## src/rtl/pd_pluse_gen.sv

```systemverilog
// -----------------------------------------------------------------------------
// pd_pluse_gen -- programmable pulse-train generator (DDS clock domain)
//
// Emits `num` pulses on pluse_out, each `width` dds cycles high, separated by
// max(gap,1) low cycles. stateover is high from the first pulse cycle through
// the last pulse cycle, so a downstream pulse-duration timer gating on it sees
// num*width + (num-1)*max(gap,1) cycles. width/gap/num are latched when a
// start is accepted; later input changes do not affect the running train.
//
// Ports:
//   dds        in   system (DDS) clock, rising edge
//   rst        in   asynchronous reset, active-high
//   start      in   train request, honoured only in IDLE
//   abort      in   synchronous abort, returns to IDLE with all outputs low
//   width      in   [CW-1:0] pulse high time (dds cycles)
//   gap        in   [CW-1:0] low time between pulses (0 behaves as 1)
//   num        in   [NW-1:0] pulses per train
//   pluse_out  out  generated pulse (registered)
//   stateover  out  train-active window (registered)
//   busy       out  high in any state other than IDLE (registered)
//   done       out  one-cycle strobe on normal completion (registered)
//   pulse_cnt  out  [NW-1:0] pulses completed in current/last train
//                   (present only when PD_PLUSE_GEN_CNT_EN is defined)
//
// Build option: define PD_PLUSE_GEN_CNT_EN to add the pulse_cnt output.
// -----------------------------------------------------------------------------
module pd_pluse_gen #(
    parameter int CW = 16,
    parameter int NW = 8
) (
    input  logic          dds,
    input  logic          rst,
    input  logic          start,
    input  logic          abort,
    input  logic [CW-1:0] width,
    input  logic [CW-1:0] gap,
    input  logic [NW-1:0] num,
    output logic          pluse_out,
    output logic          stateover,
    output logic          busy,
    output logic          done
`ifdef PD_PLUSE_GEN_CNT_EN
    ,
    output logic [NW-1:0] pulse_cnt
`endif
);

    typedef enum logic [1:0] {
        IDLE  = 2'd0,
        PULSE = 2'd1,
        GAP   = 2'd2,
        DONE  = 2'd3
    } state_t;

    state_t        state, state_nxt;
    logic [CW-1:0] width_q, width_nxt;
    logic [CW-1:0] gap_q,   gap_nxt;
    logic [NW-1:0] rem_q,   rem_nxt;
    logic [CW-1:0] wcnt_q,  wcnt_nxt;   // counts 1..width inside PULSE
    logic [CW-1:0] gcnt_q,  gcnt_nxt;   // counts 1..max(gap,1) inside GAP
    logic [CW-1:0] gap_eff;
    logic          accept;
    logic          pulse_last;

    // A zero gap still yields one low cycle so consecutive pulses stay separated.
    assign gap_eff    = (gap_q == '0) ? CW'(1) : gap_q;
    assign accept     = (state == IDLE) && start && !abort;
    // Counters compare for equality against latched limits and are reloaded
    // before they could ever pass 2^CW-1, so they never wrap.
    assign pulse_last = (state == PULSE) && (wcnt_q == width_q);

    // Next-state and next-datapath logic.
    always_comb begin
        // NOTE: every signal gets a default first so no path leaves it
        // unassigned; otherwise synthesis infers a latch.
        state_nxt = state;
        width_nxt = width_q;
        gap_nxt   = gap_q;
        rem_nxt   = rem_q;
        wcnt_nxt  = wcnt_q;
        gcnt_nxt  = gcnt_q;

        unique case (state)
            IDLE: begin
                if (accept) begin
                    width_nxt = width;
                    gap_nxt   = gap;
                    rem_nxt   = num;
                    if ((width == '0) || (num == '0)) begin
                        state_nxt = DONE;
                    end else begin
                        state_nxt = PULSE;
                        wcnt_nxt  = CW'(1);
                    end
                end
            end
            PULSE: begin
                if (pulse_last) begin
                    rem_nxt = rem_q - NW'(1);
                    if (rem_q > NW'(1)) begin
                        state_nxt = GAP;
                        gcnt_nxt  = CW'(1);
                    end else begin
                        state_nxt = DONE;
                    end
                end else begin
                    wcnt_nxt = wcnt_q + CW'(1);
                end
            end
            GAP: begin
                if (gcnt_q == gap_eff) begin
                    state_nxt = PULSE;
                    wcnt_nxt  = CW'(1);
                end else begin
                    gcnt_nxt = gcnt_q + CW'(1);
                end
            end
            DONE: begin
                state_nxt = IDLE;
            end
            default: begin
                state_nxt = IDLE;
            end
        endcase

        // Abort wins over every transition except reset.
        if (abort && (state != IDLE)) begin
            state_nxt = IDLE;
        end
    end

    // State, datapath and registered outputs. Outputs are decoded from the
    // next state so they change on the same edge as the state they describe.
    always_ff @(posedge dds or posedge rst) begin
        if (rst) begin
            state     <= IDLE;
            width_q   <= '0;
            gap_q     <= '0;
            rem_q     <= '0;
            wcnt_q    <= '0;
            gcnt_q    <= '0;
            pluse_out <= 1'b0;
            stateover <= 1'b0;
            busy      <= 1'b0;
            done      <= 1'b0;
        end else begin
            // NOTE: non-blocking assignments make every flop sample the
            // pre-edge values, independent of statement order.
            state     <= state_nxt;
            width_q   <= width_nxt;
            gap_q     <= gap_nxt;
            rem_q     <= rem_nxt;
            wcnt_q    <= wcnt_nxt;
            gcnt_q    <= gcnt_nxt;
            pluse_out <= (state_nxt == PULSE);
            stateover <= (state_nxt == PULSE) || (state_nxt == GAP);
            busy      <= (state_nxt != IDLE);
            done      <= (state_nxt == DONE);
        end
    end

`ifdef PD_PLUSE_GEN_CNT_EN
    // Completed-pulse counter: cleared on an accepted start, bumped on the
    // last cycle of each pulse unless that cycle is aborted, held otherwise.
    always_ff @(posedge dds or posedge rst) begin
        if (rst) begin
            pulse_cnt <= '0;
        end else if (accept) begin
            pulse_cnt <= '0;
        end else if (pulse_last && !abort) begin
            pulse_cnt <= pulse_cnt + NW'(1);
        end
    end
`endif

endmodule

```

## config.mk

```make
export PLATFORM = sky130hd
export DESIGN_NAME = pd_pluse_gen
export DESIGN_NICKNAME = d
export VERILOG_FILES = /design/src/rtl/pd_pluse_gen.sv
export SDC_FILE = /design/constraint.sdc
export NUM_CORES = 1
export LEC_CHECK = 0
export CORE_MARGIN = 4
export CORE_UTILIZATION = 40
export CTS_BUF_LIST = sky130_fd_sc_hd__clkbuf_4 sky130_fd_sc_hd__clkbuf_8
export CTS_CLUSTER_DIAMETER = 60
export DETAILED_ROUTE_END_ITERATION = 7
export SLEW_MARGIN = 20
export SYNTH_ARGS = -nofsm -noshare
export SYNTH_HDL_FRONTEND = slang
export SYNTH_SLANG_ARGS = --single-unit
export TNS_END_PERCENT = 1
```

## constraint.sdc

```tcl
create_clock -name dds -period 6.35 [get_ports dds]
set_input_delay 1.5875 -clock dds [delete_from_list [all_inputs] [get_ports dds]]
set_output_delay 1.5875 -clock dds [all_outputs]
set_load 0.01 [all_outputs]
```

==> PnR_summary.wiki, run 1 <==
{| class="wikitable"
! Metric !! Value
|-
| Sum of negative setup slack || 0 ns
|-
| Number of register bits inferred by synthesis || 78
|-
| Highest ir drop seen on vdd || 181 uV
|-
| Fraction of post-synthesis cell area in the top cell type by area || 46.1%
|-
| Largest net degree at the start of global routing || between 40 and 50
|-
| Path category of the worst min-delay check || reg -> reg
|-
| Pins Over Slew Limit || 0
|-
| Die Outline Area || 12300 um^2
|-
| Number of search-and-repair iterations in the first detailed-routing pass || 5
|-
| CTS H-tree depth || 3
|-
| Initial antenna violation count || 0
|-
| Clock skew after layout || between 0.008 and 0.009 ns
|-
| TritonCTS Buffers || 9
|-
| Cells after synthesis || 408
|-
| Area added between synthesis and finish || 18.2%
|-
| Vias after detailed routing || 3310
|-
| Cts hold-fix bufs || 0
|-
| Maximum root-to-sink buffer count || 2
|-
| Core footprint || about 10000 um^2
|-
| Static leakage power || between 2 and 2.5 nW
|-
| Chip Width || 111 um
|-
| Height of the die || around 110 um
|-
| Count of cell types in the netlist || 51
|-
| Final critical-path share of the clock period || between 50 and 60%
|-
| DR DRC count || 0
|-
| Crit Path Category || in -> reg
|-
| Worst flop-to-flop path endpoint || wcnt_q[1]
|-
| EDFF count, synth || 0
|-
| Arrival time of the worst setup path || around 3.7 ns
|-
| Power per unit of standard cell area || approximately 360 nW/um^2
|-
| # Max-Cap Violations || 0
|-
| Sequential cell area fraction in the yosys report || a little under half
|-
| Achievable Freq || just under 0.3 GHz
|-
| Critical Path Slowest Stage Cell || nor4_1
|-
| Detailed-route wire length per cell || around 17 um
|-
| Final Setup Violations || 0
|-
| Run status || finished clean
|-
| Routed length on met1 || between 4000 and 5000 um
|-
| Cell accounting for the most synthesized area || dfrtp_1
|-
| Mean instance size in the synthesized netlist || 10.4 um^2
|-
| Worst Hold Endpoint || rem_q[3]
|-
| All-layer global routing usage || ~17%
|-
| Post-route minimum period || 3.44 ns
|-
| Post-synthesis cell area || 4240 um^2
|-
| Instance count along the most critical hold path || 1
|-
| Via count of the first global-routing pass || around 3400
|-
| Slew at the pin closest to its max-slew limit || a little over 0.8 ns
|-
| R2r worst-path depth || 6
|-
| Filler cell count || just over 1000
|-
| Number of input and output port buffers inserted || 47
|-
| CP required || about 6.6 ns
|-
| Clock latency at the later pin of the worst-skew pair || between 0.3 and 0.4 ns
|-
| Most area-consuming cells after synthesis || dfrtp_1, mux2_2, xor2_1
|-
| R2r startpoint || wcnt_q[8]
|-
| Worst rel slew slack || between 40% and 50%
|-
| Count of non-filler cells in the finished layout || 590
|-
| Uppermost signal routing layer after detailed routing || met4
|-
| Maximum fanout along the worst path || 8
|-
| CTS sink cnt || 78
|-
| Post-detail-place hpwl || 7130 um
|-
| Cts repair resizes || 0
|-
| Number of ports placed on the die boundary || 48
|-
| Final hold violation count || 0
|-
| Ant. Diodes || 0
|-
| Slack of the worst reg-to-reg path || 3.60 ns
|-
| Routed length on met2 || 4910 um
|-
| Via-to-Cell Ratio || ~5.6
|-
| Async set or reset register ratio after synthesis || 100%
|-
| Clock edge transition at the registers on the reported setup and hold paths || roughly 0.08 ns
|-
| DRT Wirelength || about 10000 um
|-
| RSZ-0062 raised after global routing || no
|-
| Critical-path cell list || clkdlybuf4s50_1, nor4_1, nand4_1, a31o_2, a21oi_1, o21ai_0, a22o_1
|-
| Hold Path Origin || rem_q[3]
|-
| Post-Syn Nets || ~460
|-
| Worst Setup Start Kind || input port
|-
| CTS root buffer || clkbuf_8
|-
| Gp weighted congestion || 0.860
|-
| Share of layout cells above drive strength 1 || between 10% and 20%
|-
| Setup fix buffers added after clock tree synthesis || 0
|-
| Primary FF master, synth || dfrtp_1
|-
| Starting density of the core || roughly two fifths
|-
| CTS tree || built
|-
| Yosys Warn Count || 0
|-
| Global route total overflow || 0
|-
| Placed cells || 574
|-
| Row count || 37
|-
| Net total in the final layout || 500
|-
| Wire length of the first global-routing pass || between 15000 and 20000 um
|-
| Iteration-0 DRC count of the detailed router || 195
|-
| Capturing element type of the critical path || flip-flop
|-
| Routed Antenna Nets || 0
|-
| Delay of the slowest cell on the worst path || 0.43 ns
|-
| Met3 wirelength from detailed routing || roughly 550 um
|}
## layer usage
layer	vias up	global-route usage [%]
met2	100	28.2
met3	12	4.86
met5	-	0
met1	1603	21.1
li1	1595	-
met4	0	4.02
## flip-flops by register name (all words and copies together), names as in the netlist
| register | flops |
|---|---|
| gap_q | 16 |
| gcnt_q | 16 |
| wcnt_q | 16 |
| width_q | 16 |
| rem_q | 8 |
| state | 2 |
| busy | 1 |
| done | 1 |
| pluse_out | 1 |
| stateover | 1 |
## cell type report
| class | instances | area, um^2 | share of cell area [%] |
|---|---|---|---|
| tap | 136 | 170 | 3.40 |
| clock inverter | 3 | 67.6 | 1.35 |
| inverter | 8 | 31.3 | 0.625 |
| multi-input combinational | 301 | 2130 | 42.5 |
| sequential | 78 | 1950 | 39.0 |
| clock buffer | 13 | 160 | 3.20 |
| timing repair buffer | 51 | 500 | 10.0 |
## stage by stage
step | area, um^2 | power (mW) | hold WS (ns) | worst slack [ns] | utilization, %
after global routing | 5010 | 1.93 | 0.542 | 2.79 | 48.5
after global placement | 4780 | 1.37 | 0.505 | 2.52 | 46.3
after floorplan | 4240 | 1.21 | 0.480 | 2.77 | -
after detailed placement | 4780 | 1.39 | 0.513 | 2.53 | 46.3
after CTS | 5010 | 1.82 | 0.535 | 2.91 | 48.5
final | 5010 | 1.80 | 0.529 | 2.91 | 48.5
## synthesized netlist by cell type, types with 2 or more instances
| cell | n |
|---|---|
| or2_2 | 2 |
| nand2_1 | 23 |
| nor2_1 | 23 |
| clkbuf_1 | 6 |
| a21o_1 | 3 |
| and3_1 | 11 |
| a31o_2 | 2 |
| a21oi_1 | 21 |
| a22o_1 | 3 |
| nor4_2 | 2 |
| nand4_1 | 8 |
| a41oi_1 | 6 |
| a221o_1 | 3 |
| nand2b_1 | 5 |
| o31ai_1 | 3 |
| a21boi_0 | 2 |
| mux2i_1 | 3 |
| a31oi_1 | 13 |
| xnor2_1 | 16 |
| buf_2 | 8 |
| dfrtp_1 | 78 |
| nor2b_1 | 2 |
| ha_1 | 7 |
| inv_1 | 8 |
| nor4_1 | 12 |
| mux2_2 | 32 |
| nand3_1 | 16 |
| o2bb2ai_1 | 2 |
| and2_1 | 4 |
| buf_6 | 6 |
| nor3_1 | 9 |
| xor2_1 | 17 |
| o22a_1 | 3 |
| a22oi_1 | 2 |
| a311oi_1 | 4 |
| o21a_1 | 3 |
| o21ai_0 | 26 |
## placed cells by master, fill, tap and decap left out, types with 2 or more instances in the layout
master | synthesis | layout
dfrtp_1 | 78 | 78
clkdlybuf4s50_1 | 0 | 47
mux2_2 | 32 | 32
o21ai_0 | 26 | 26
nor2_1 | 23 | 23
nand2_1 | 23 | 23
a21oi_1 | 21 | 21
xor2_1 | 17 | 17
xnor2_1 | 16 | 16
nand3_1 | 16 | 16
a31oi_1 | 13 | 13
nor4_1 | 12 | 12
and3_1 | 11 | 11
clkbuf_8 | 0 | 10
nor3_1 | 9 | 9
nand4_1 | 8 | 8
inv_1 | 8 | 7
ha_1 | 7 | 7
a41oi_1 | 6 | 6
nand2b_1 | 5 | 5
and2_1 | 4 | 4
a311oi_1 | 4 | 4
buf_4 | 0 | 4
a22o_1 | 3 | 3
a221o_1 | 3 | 3
a21o_1 | 3 | 3
mux2i_1 | 3 | 3
o31ai_1 | 3 | 3
o22a_1 | 3 | 3
o21a_1 | 3 | 3
clkbuf_4 | 0 | 3
nor4_2 | 2 | 2
nor2b_1 | 2 | 2
a31o_2 | 2 | 2
a22oi_1 | 2 | 2
o2bb2ai_1 | 2 | 2
a21boi_0 | 2 | 2
or2_2 | 2 | 2
bufinv_16 | 0 | 2
## where the power goes
group | internal (mW) | switching, mW | leakage (nW) | total [mW]
combinational | 0.289 | 0.270 | 0.948 | 0.559
sequential | 0.656 | 0.156 | 0.989 | 0.812
clock | 0.246 | 0.179 | 0.114 | 0.425
total | 1.19 | 0.605 | 2.05 | 1.80
## cells by family after synthesis
logic type | count (synthesis) | share of synthesized area (%)
muxes | 35 | 9.22
buffers and inverters | 29 | 3.87
AOI/OAI and AO/OA | 102 | 15.9
adders and majority gates | 7 | 2.07
xor gates and xnor gates | 33 | 6.82
DFF | 78 | 46.1
and+or+nand+nor | 124 | 16.1
## worst max-delay path: cells and delay by family
family                 cells  cell delay [ns]
AOI/OAI and AO/OA          4             1.00
and+or+nand+nor            2             0.68
buffers and inverters      1             0.42
## worst max-delay path by stage
stage               startpoint         to  slack (ns)  cells after the start
floorplan                  rst       busy        2.77                      1
global placement      width[5]  wcnt_q[4]        2.52                      7
detailed placement    width[5]  wcnt_q[4]        2.53                      7
CTS                   width[5]  wcnt_q[4]        2.91                      7
global route             abort  stateover        2.79                      6
finish                width[5]  wcnt_q[4]        2.91                      7
Power figures use the tool's default switching activity.
==> run 2, diff against run 1 <==
==> constraint.sdc (replaced) <==
create_clock -name dds -period 3.31 [get_ports dds]
set_input_delay 0.8275 -clock dds [delete_from_list [all_inputs] [get_ports dds]]
set_output_delay 0.8275 -clock dds [all_outputs]
set_load 0.01 [all_outputs]
==> run 2 against run 1 <==
- flip-flop and latch count stayed put
- first-iteration DRC count is 7.7% higher
- combinational power is 97% higher
- sequential share of layout area is 0.29 points lower
- largest cell class unchanged
- largest power group unchanged
==> PnR_summary.wiki, run 2 (synthesis results as in run 1) <==
{| class="wikitable"
! Metric !! Value
|-
| CTS root buffer || clkbuf_8
|-
| Detailed-route wire length per cell || between 15 and 20 um
|-
| Clock latency at the later pin of the worst-skew pair || around 0.36 ns
|-
| Critical Path Slowest Stage Cell || a21oi_2
|-
| Gp weighted congestion || between 0.8 and 0.9
|-
| Slack of the worst reg-to-reg path || between 0.5 and 0.6 ns
|-
| Worst Hold Endpoint || gap_q[0]
|-
| Clock edge transition at the registers on the reported setup and hold paths || roughly 0.090 ns
|-
| Final critical-path share of the clock period || 83.7%
|-
| Sequential cell area in the final layout || 1950 um^2
|-
| Instance count along the most critical hold path || 1
|-
| Via count of the first global-routing pass || around 3400
|-
| Cts repair resizes || 0
|-
| Clock skew after layout || between 0.01 and 0.015 ns
|-
| Number of ports placed on the die boundary || 48
|-
| Leading cell type in the layout, fill and taps excluded || dfrtp_1
|-
| Global route total overflow || 0
|-
| Wire length of the first global-routing pass || around 17000 um
|-
| Filler cell count || roughly 960
|-
| CTS H-tree depth || 3
|-
| Crit Path Category || reg -> reg
|-
| Maximum root-to-sink buffer count || 2
|-
| CTS sink cnt || 78
|-
| Net total in the final layout || between 500 and 600
|-
| Routed Antenna Nets || 0
|-
| Achievable Freq || ~0.36 GHz
|-
| Area taken by multi-input logic gates || approximately 2100 um^2
|-
| Via-to-Cell Ratio || 5.48
|-
| Final hold violation count || 0
|-
| Worst rel slew slack || 49.4%
|-
| Area added between synthesis and finish || 19.1%
|-
| R2r startpoint || gap_q[7]
|-
| Core footprint || between 10000 and 15000 um^2
|-
| Count of non-filler cells in the finished layout || around 590
|-
| Static leakage power || about 2.1 nW
|-
| CTS tree || built
|-
| Number of input and output port buffers inserted || 47
|-
| Placed cells || ~580
|-
| Hold Path Origin || gap_q[0]
|-
| Die Outline Area || about 12000 um^2
|-
| RSZ-0062 raised after global routing || no
|-
| Chip Width || between 100 and 150 um
|-
| DRT Wirelength || between 9000 and 10000 um
|-
| TritonCTS Buffers || 9
|-
| Most frequent cells in the layout || dfrtp_1, clkdlybuf4s50_1, mux2_2, o21ai_0
|-
| Final Setup Violations || 0
|-
| Iteration-0 DRC count of the detailed router || 210
|-
| Arrival time of the worst setup path || about 3.0 ns
|-
| Sum of negative setup slack || 0 ns
|-
| CP required || around 3.6 ns
|-
| Power per unit of standard cell area || approximately 700 nW/um^2
|-
| Vias after detailed routing || between 3000 and 4000
|-
| Slew at the pin closest to its max-slew limit || approximately 0.76 ns
|-
| Pins Over Slew Limit || 0
|-
| Height of the die || about 110 um
|-
| Path category of the worst min-delay check || reg -> reg
|-
| Maximum fanout along the worst path || 16
|-
| Post-detail-place hpwl || just over 7000 um
|-
| Run status || finished clean
|-
| Post-route minimum period || approximately 2.8 ns
|-
| Capturing element type of the critical path || flip-flop
|-
| Initial antenna violation count || 0
|-
| Share of layout cells above drive strength 1 || 15.3%
|-
| Largest net degree at the start of global routing || 39
|-
| Worst flop-to-flop path endpoint || gcnt_q[14]
|-
| Critical-path cell list || nor4_1, a41oi_1, xor2_1, a21oi_2, buf_4, nor2_2, a221o_1
|-
| Worst Setup Start Kind || flip-flop
|-
| Highest ir drop seen on vdd || 325 uV
|-
| Delay of the slowest cell on the worst path || between 0.6 and 0.7 ns
|-
| Number of search-and-repair iterations in the first detailed-routing pass || 4
|-
| All-layer global routing usage || roughly 17%
|-
| Row count || 37
|-
| Cts hold-fix bufs || 0
|-
| R2r worst-path depth || 7
|-
| Ant. Diodes || 0
|-
| DR DRC count || 0
|-
| # Max-Cap Violations || 0
|-
| Core occupancy in the finished layout || 48.9%
|-
| Starting density of the core || roughly two fifths
|-
| Setup fix buffers added after clock tree synthesis || 0
|}
-- run 2: cell count changes in the layout (fill, tap and decap cells not counted) --
cell and delta:
clkbuf_4 -2, clkinv_2 -1, clkbuf_8 -1, buf_12 +1, inv_6 +2, inv_2 +1
buf_4 +3, clkinvlp_4 +1
-- run 2: routing by layer --
layer	routed length [um]	GRT usage, %	up-vias
li1	-	-	1601
met1	4350	21.6	1584
met2	4870	27.6	61
met3	321	3.06	11
met4	156	5.83	0
met5	0	0	-
-- run 2: stage by stage --
step	power, mW	worst slack, ns	hold WS [ns]	cell area (um^2)
after floorplan	2.33	0.487	0.480	4240
after global placement	2.65	0.327	0.509	4820
after detailed placement	2.68	0.296	0.512	4820
after CTS	3.50	0.533	0.533	5040
after global routing	3.70	0.344	0.548	5040
final	3.46	0.539	0.527	5040
-- run 2: final cells by class --
| cell class | count | area share [%] |
|---|---|---|
| multi-input cells | 301 | 42.1 |
| flip-flops and latches | 78 | 38.7 |
| repair buffers | 55 | 10.8 |
| well taps | 136 | 3.37 |
| clock buffers | 10 | 2.60 |
| clock inverters | 6 | 1.84 |
| inverters | 8 | 0.595 |
-- run 2: report_power, final --
group	total (mW)	switching, mW	internal (mW)
sequential	1.55	0.295	1.26
clock	0.808	0.369	0.438
combinational	1.10	0.529	0.568
-- run 2: worst max-delay path, delay by kind of cell (launching register included) --
kind / cells / cell delay (ns)
flip-flops: 1 / 0.42
buffers and inverters: 1 / 0.34
AO/OA/AOI/OAI: 3 / 1.21
XOR/XNOR: 1 / 0.23
AND/OR/NAND/NOR: 2 / 0.47
-- run 2: worst max-delay path by stage --
| stage | end | slack [ns] | cells after the start | from |
|---|---|---|---|---|
| floorplan | busy | 0.49 | 1 | rst |
| global placement | wcnt_q[4] | 0.33 | 7 | width[5] |
| detailed placement | wcnt_q[4] | 0.30 | 7 | width[5] |
| CTS | gcnt_q[14] | 0.53 | 7 | gap_q[7] |
| global route | gcnt_q[14] | 0.34 | 7 | gap_q[7] |
| finish | gcnt_q[14] | 0.54 | 7 | gap_q[7] |
==> edit 1, RTL diff (settings of run 2) <==
`NW`: 8 -> 12.
--- a/src/rtl/pd_pluse_gen.sv
+++ b/src/rtl/pd_pluse_gen.sv
@@ -26,7 +26,7 @@
 // -----------------------------------------------------------------------------
 module pd_pluse_gen #(
     parameter int CW = 16,
-    parameter int NW = 8
+    parameter int NW = 12
 ) (
     input  logic          dds,
     input  logic          rst,
Interface: changed (resized num); port bits go from 48 to 52. The function was not compared with the original's and may differ.
==> edit 1 against run 2 <==
  * Power up 9.2%
  * Via count up 5.0%
  * Design area up 5.8%
  * Area after synthesis up 4.7%
  * Synthesized cell count up 4.4%
  * Sequential cell count up 4
  * Die area up 4.4%
  * Setup slack better by 47 ps
  * Wire length up 5.9%
  * Critical endpoint is now stateover
  * Highest routed layer unchanged
==> edit 1: results (changes against run 2) <==
status:
  outcome: "complete, no violations"
detailed_routing:
  routed_wl_um: 10280  # +5.9%
  drt_iter0_markers: 219  # +4.3%
  drtPass1Iterations: 4  # unchanged
  avgViaCountPerCell: 5.497  # +0.25%
cts:
  cts_root_buf: "clkbuf_8"
  cts_max_path_buffers: 2  # unchanged
  clk_pin_slew_ps: 90  # about the same
  cts-buffers-inserted: 9  # unchanged
  htreeDepth: 3  # unchanged
  cts-resized-gates: 0  # unchanged
pwr:
  leakage_uw: 0.002217  # +7.2%
  peakVddDrop_uv: 391.4  # +20%
  switching_power_uw: 1361  # +14%
global_routing:
  grt_max_degree: 47  # +21%
  antenna_found_initial: 0  # unchanged
  grt_pass1_wl_um: 17280  # +2.4%
  grt_use_total_pct: 16.81  # +0.23 points
  grt_pass1_vias: 3475  # +3.0%
synth:
  ys.flop_type: "dfrtp_1"
  yosys.cell_types.count: 50  # -2.0%
  synthArstFlopShare_pct: 100.0  # unchanged
  ys_warn_count: 0  # unchanged
  synthTopCellsByCount: "dfrtp_1 (82), o21ai_0 (38), mux2_2 (32), a21oi_1 (26), xnor2_1 (24)"
  yosysSeqAreaShare_pct: 46.28  # +0.19 points
  syn_nets: 481  # +4.8%
  synth_area_leaders: "dfrtp_1 (46%), mux2_2 (8.1%), xnor2_1 (4.7%)"
sta:
  tightest_slew_ps: 837.8  # +79.85 ps
  skew_ps: 7.832  # -5.170 ps
  final.setup.worst_slack_ps: 586.1  # +47.14 ps
finish:
  nNetsFinal: 532  # +5.6%
  drive_above_1_share_pct: 14.94  # -0.35 points
  fill_cells: 1004  # +5.1%
placement:
  io_buffers: 51  # +8.5%
  place_congestion: 0.8120  # -6.6%
  dp_hpwl_um: 7635  # +8.1%
  dp_slack_ps: 484.9  # +188.6 ps
min_path:
  hold_path.class: "reg -> reg"
worst_setup_path:
  reg2reg_depth: 6  # -1
  cp_max_fo: 19  # +3
  cp-startpoint: "gap_q[15]"
  arrival_ps: 2970  # -40 ps
  worstReg2RegEnd: "stateover"
  critical_path.endpoint_type: "flop"
==> edit 1: kinds of logic after synthesis <==
| kind of cell | Yosys count | synth area share [%] |
|---|---|---|
| and+or+nand+nor | 126 | 16.22 |
| muxes | 35 | 8.804 |
| buffers and inverters | 28 | 2.906 |
| xor gates and xnor gates | 32 | 6.321 |
| adders and majority gates | 7 | 1.975 |
| AOI/OAI and AO/OA | 116 | 17.49 |
| DFF | 82 | 46.28 |
==> edit 1: how the worst min path moves through the flow <==
stage	cells past startpoint	endpoint	slack, ps	startpoint
2_1_floorplan	2	rem_q[6]	460	rem_q[6]
3_3_place_gp	2	rem_q[6]	490	rem_q[6]
3_5_place_dp	2	rem_q[1]	500	rem_q[1]
4_1_cts	2	rem_q[1]	520	rem_q[1]
5_1_grt	1	width_q[5]	560	width_q[5]
6_report	2	rem_q[1]	530	rem_q[1]
==> edit 1: critical path: stages (launching register included) <==
cell	delay, ps
dfrtp_1	440
xor2_1	210
nor4_4	260
nand2_1	80
o41a_1	730
o31ai_1	550
ha_1	320
==> edit 1: routing by layer <==
layer | global-route usage, % | wire length, µm | vias to the layer above | part of all wire [%]
met5 | 0 | 0 | - | 0
met4 | 4.327 | 136 | 0 | 1.3
met3 | 4.064 | 395 | 11 | 3.8
met2 | 28.20 | 5104 | 58 | 50
met1 | 21.88 | 4641 | 1681 | 45
li1 | - | - | 1669 | -
==> edit 1: layout make-up <==
type / count / area, µm² / share of cell area (%)
Timing Repair Buffer: 61 / 598.1 / 11.20
Tap cell: 140 / 175.2 / 3.282
Sequential cell: 82 / 2052 / 38.44
Clock inverter: 7 / 101.3 / 1.899
Multi-Input combinational cell: 316 / 2260 / 42.33
Clock buffer: 9 / 123.9 / 2.321
Inverter: 7 / 27.53 / 0.5157
==> edit 1: stage by stage <==
step	instance area, µm²	std cells	total power (µW)
after floorplan	4434	426	2577
after global placement	5112	606	2940
after detailed placement	5112	606	2975
after CTS	5338	622	3822
after global routing	5338	622	4029
final	5338	622	3774
==> edit 1: power by group through the flow <==
stage / combinational [µW] / clock, µW / sequential (µW)
after floorplan: 981 / 0 / 1600
after global placement: 1250 / 0 / 1690
after detailed placement: 1280 / 0 / 1700
after CTS: 1280 / 860 / 1680
after global routing: 1420 / 883 / 1730
final: 1270 / 830 / 1680
==> edit 2, RTL diff (settings of run 2) <==
Made on the original files. The 4 states of `state_t` get a one-hot encoding in 4 bits.
--- a/src/rtl/pd_pluse_gen.sv
+++ b/src/rtl/pd_pluse_gen.sv
@@ -45,11 +45,11 @@
 `endif
 );
 
-    typedef enum logic [1:0] {
-        IDLE  = 2'd0,
-        PULSE = 2'd1,
-        GAP   = 2'd2,
-        DONE  = 2'd3
+    typedef enum logic [3:0] {
+        IDLE  = 4'b0001,
+        PULSE = 4'b0010,
+        GAP   = 4'b0100,
+        DONE  = 4'b1000
     } state_t;
 
     state_t        state, state_nxt;
Behaviour: same outputs for any inputs over 10 cycles, from zero or initial values and one cycle with rst high; not proved beyond that.
==> edit 2 against run 2 <==
  * Sequential cell count increased by 2
  * Design area increased by 5.6%
  * Area after synthesis increased by 6.7%
  * Critical path depth decreased by 1
  * Combinational power decreased by 47%
  * Wire length increased by 4.1%
  * Setup slack improved by 59 ps
  * Power decreased by 23%
  * Largest power group unchanged
==> edit 2: results (changes against run 2) <==
finish:
  fill_cells: 1049  # +9.8%
  drive_above_1_share_pct: 17.84  # +2.6 points
  n_antenna_cell: 0  # unchanged
  nNetsFinal: 525  # +4.2%
synth:
  synth_area_leaders: "dfrtp_1 (44%), mux2_2 (8.2%), xor2_1 (6.4%)"
  yosysSeqAreaShare_pct: 44.34  # -1.7 points
  synth_xor_area_share_pct: 7.173  # +0.35 points
  yosys.cell_types.count: 62  # +22%
  synth_compound_area_share_pct: 11.49  # -4.4 points
  synthMuxAreaShare_pct: 10.66  # +1.4 points
  synth_fa_ha_area_share_pct: 1.108  # -0.96 points
  synthTopCellsByCount: "dfrtp_1 (79), nand2_1 (41), mux2_2 (33), xor2_1 (33), nor2_1 (23)"
  syn_nets: 479  # +4.4%
worst_setup_path:
  cp_slowest_cell: "a21oi_4"
  max_stage_delay_ps: 810  # +200 ps
  arrival_ps: 2940  # -70 ps
  cp_max_fo: 36  # +20
  worstReg2RegEnd: "gcnt_q[11]"
  rr_startpoint: "gap_q[7]"
  reg2reg_slack_ps: 600  # +60 ps
  reg2reg_depth: 6  # -1
placement:
  place_congestion: 0.8132  # -6.4%
  dp_hpwl_um: 7223  # +2.3%
cts:
  cts_hold_buffers: 0  # unchanged
  clk_pin_slew_ps: 70  # -20 ps
global_routing:
  grt_pass1_vias: 3430  # +1.7%
  grt_util_met3_pct: 2.431  # -0.63 points
  grt_max_degree: 55  # +41%
  grtUsageMet1_pct: 24.45  # +2.8 points
  gr-usage-met2_pct: 24.08  # -3.5 points
  grt_pass1_wl_um: 17270  # +2.3%
  grt_use_total_pct: 16.53  # -0.055 points
sta:
  timing.hold.ws_ps: 537.9  # +10.46 ps
  slew_headroom_pct: 35.63  # -14 points
  skew_ps: 11.44  # -1.564 ps
pwr:
  power_uw: 2647  # -23%
  power.clock.fraction_pct: 28.4  # +5.0 points
  peakVddDrop_uv: 270.1  # -17%
  leakage_uw: 0.002179  # +5.4%
  p_sw_share_pct: 29.42  # -5.1 points
  p_comb_uw: 579  # -47%
detailed_routing:
  met2_length_um: 4440  # -8.9%
  top_layer_used: "met4"
  drt_iter0_markers: 326  # +55%
  dr_wl_met3_um: 440  # +37%
  wl_per_cell_um: 16.23  # -0.60%
  avgViaCountPerCell: 5.498  # +0.28%
  wl_met1_um: 5011  # +15%
min_path:
  holdPathEnd: "width_q[14]"
  min_path_cells: 1  # unchanged
  hold_path.class: "reg -> reg"
  min_from: "width_q[14]"
status:
  outcome: "complete, no violations"
edit 2: worst max-delay path by stage:
stage,slack (ps),startpoint,to
6_report,600,gap_q[7],gcnt_q[11]
5_1_grt,310,gap_q[15],gcnt_q[11]
4_1_cts,550,width[5],wcnt_q[9]
3_5_place_dp,160,width[5],wcnt_q[1]
3_3_place_gp,260,width[5],wcnt_q[9]
2_1_floorplan,430,rst,busy
edit 2: final cells by class:
cell class              count  area share (%)
multi-input cells         325           44.56
clock inverters             3          0.7517
well taps                 140           3.289
clock buffers              13           3.124
inverters                   9          0.6577
flip-flops and latches     80           37.61
repair buffers             52           10.01
edit 2: through the flow:
step           utilization, %  instance area (µm²)  instances  setup slack (ps)
2_1_floorplan               -                 4518        431             432.4
3_3_place_gp            46.82                 5120        606             262.8
3_5_place_dp            46.82                 5120        606             161.8
4_1_cts                 48.71                 5326        622             550.0
5_1_grt                 48.71                 5326        622             312.6
6_report                48.71                 5326        622             597.6
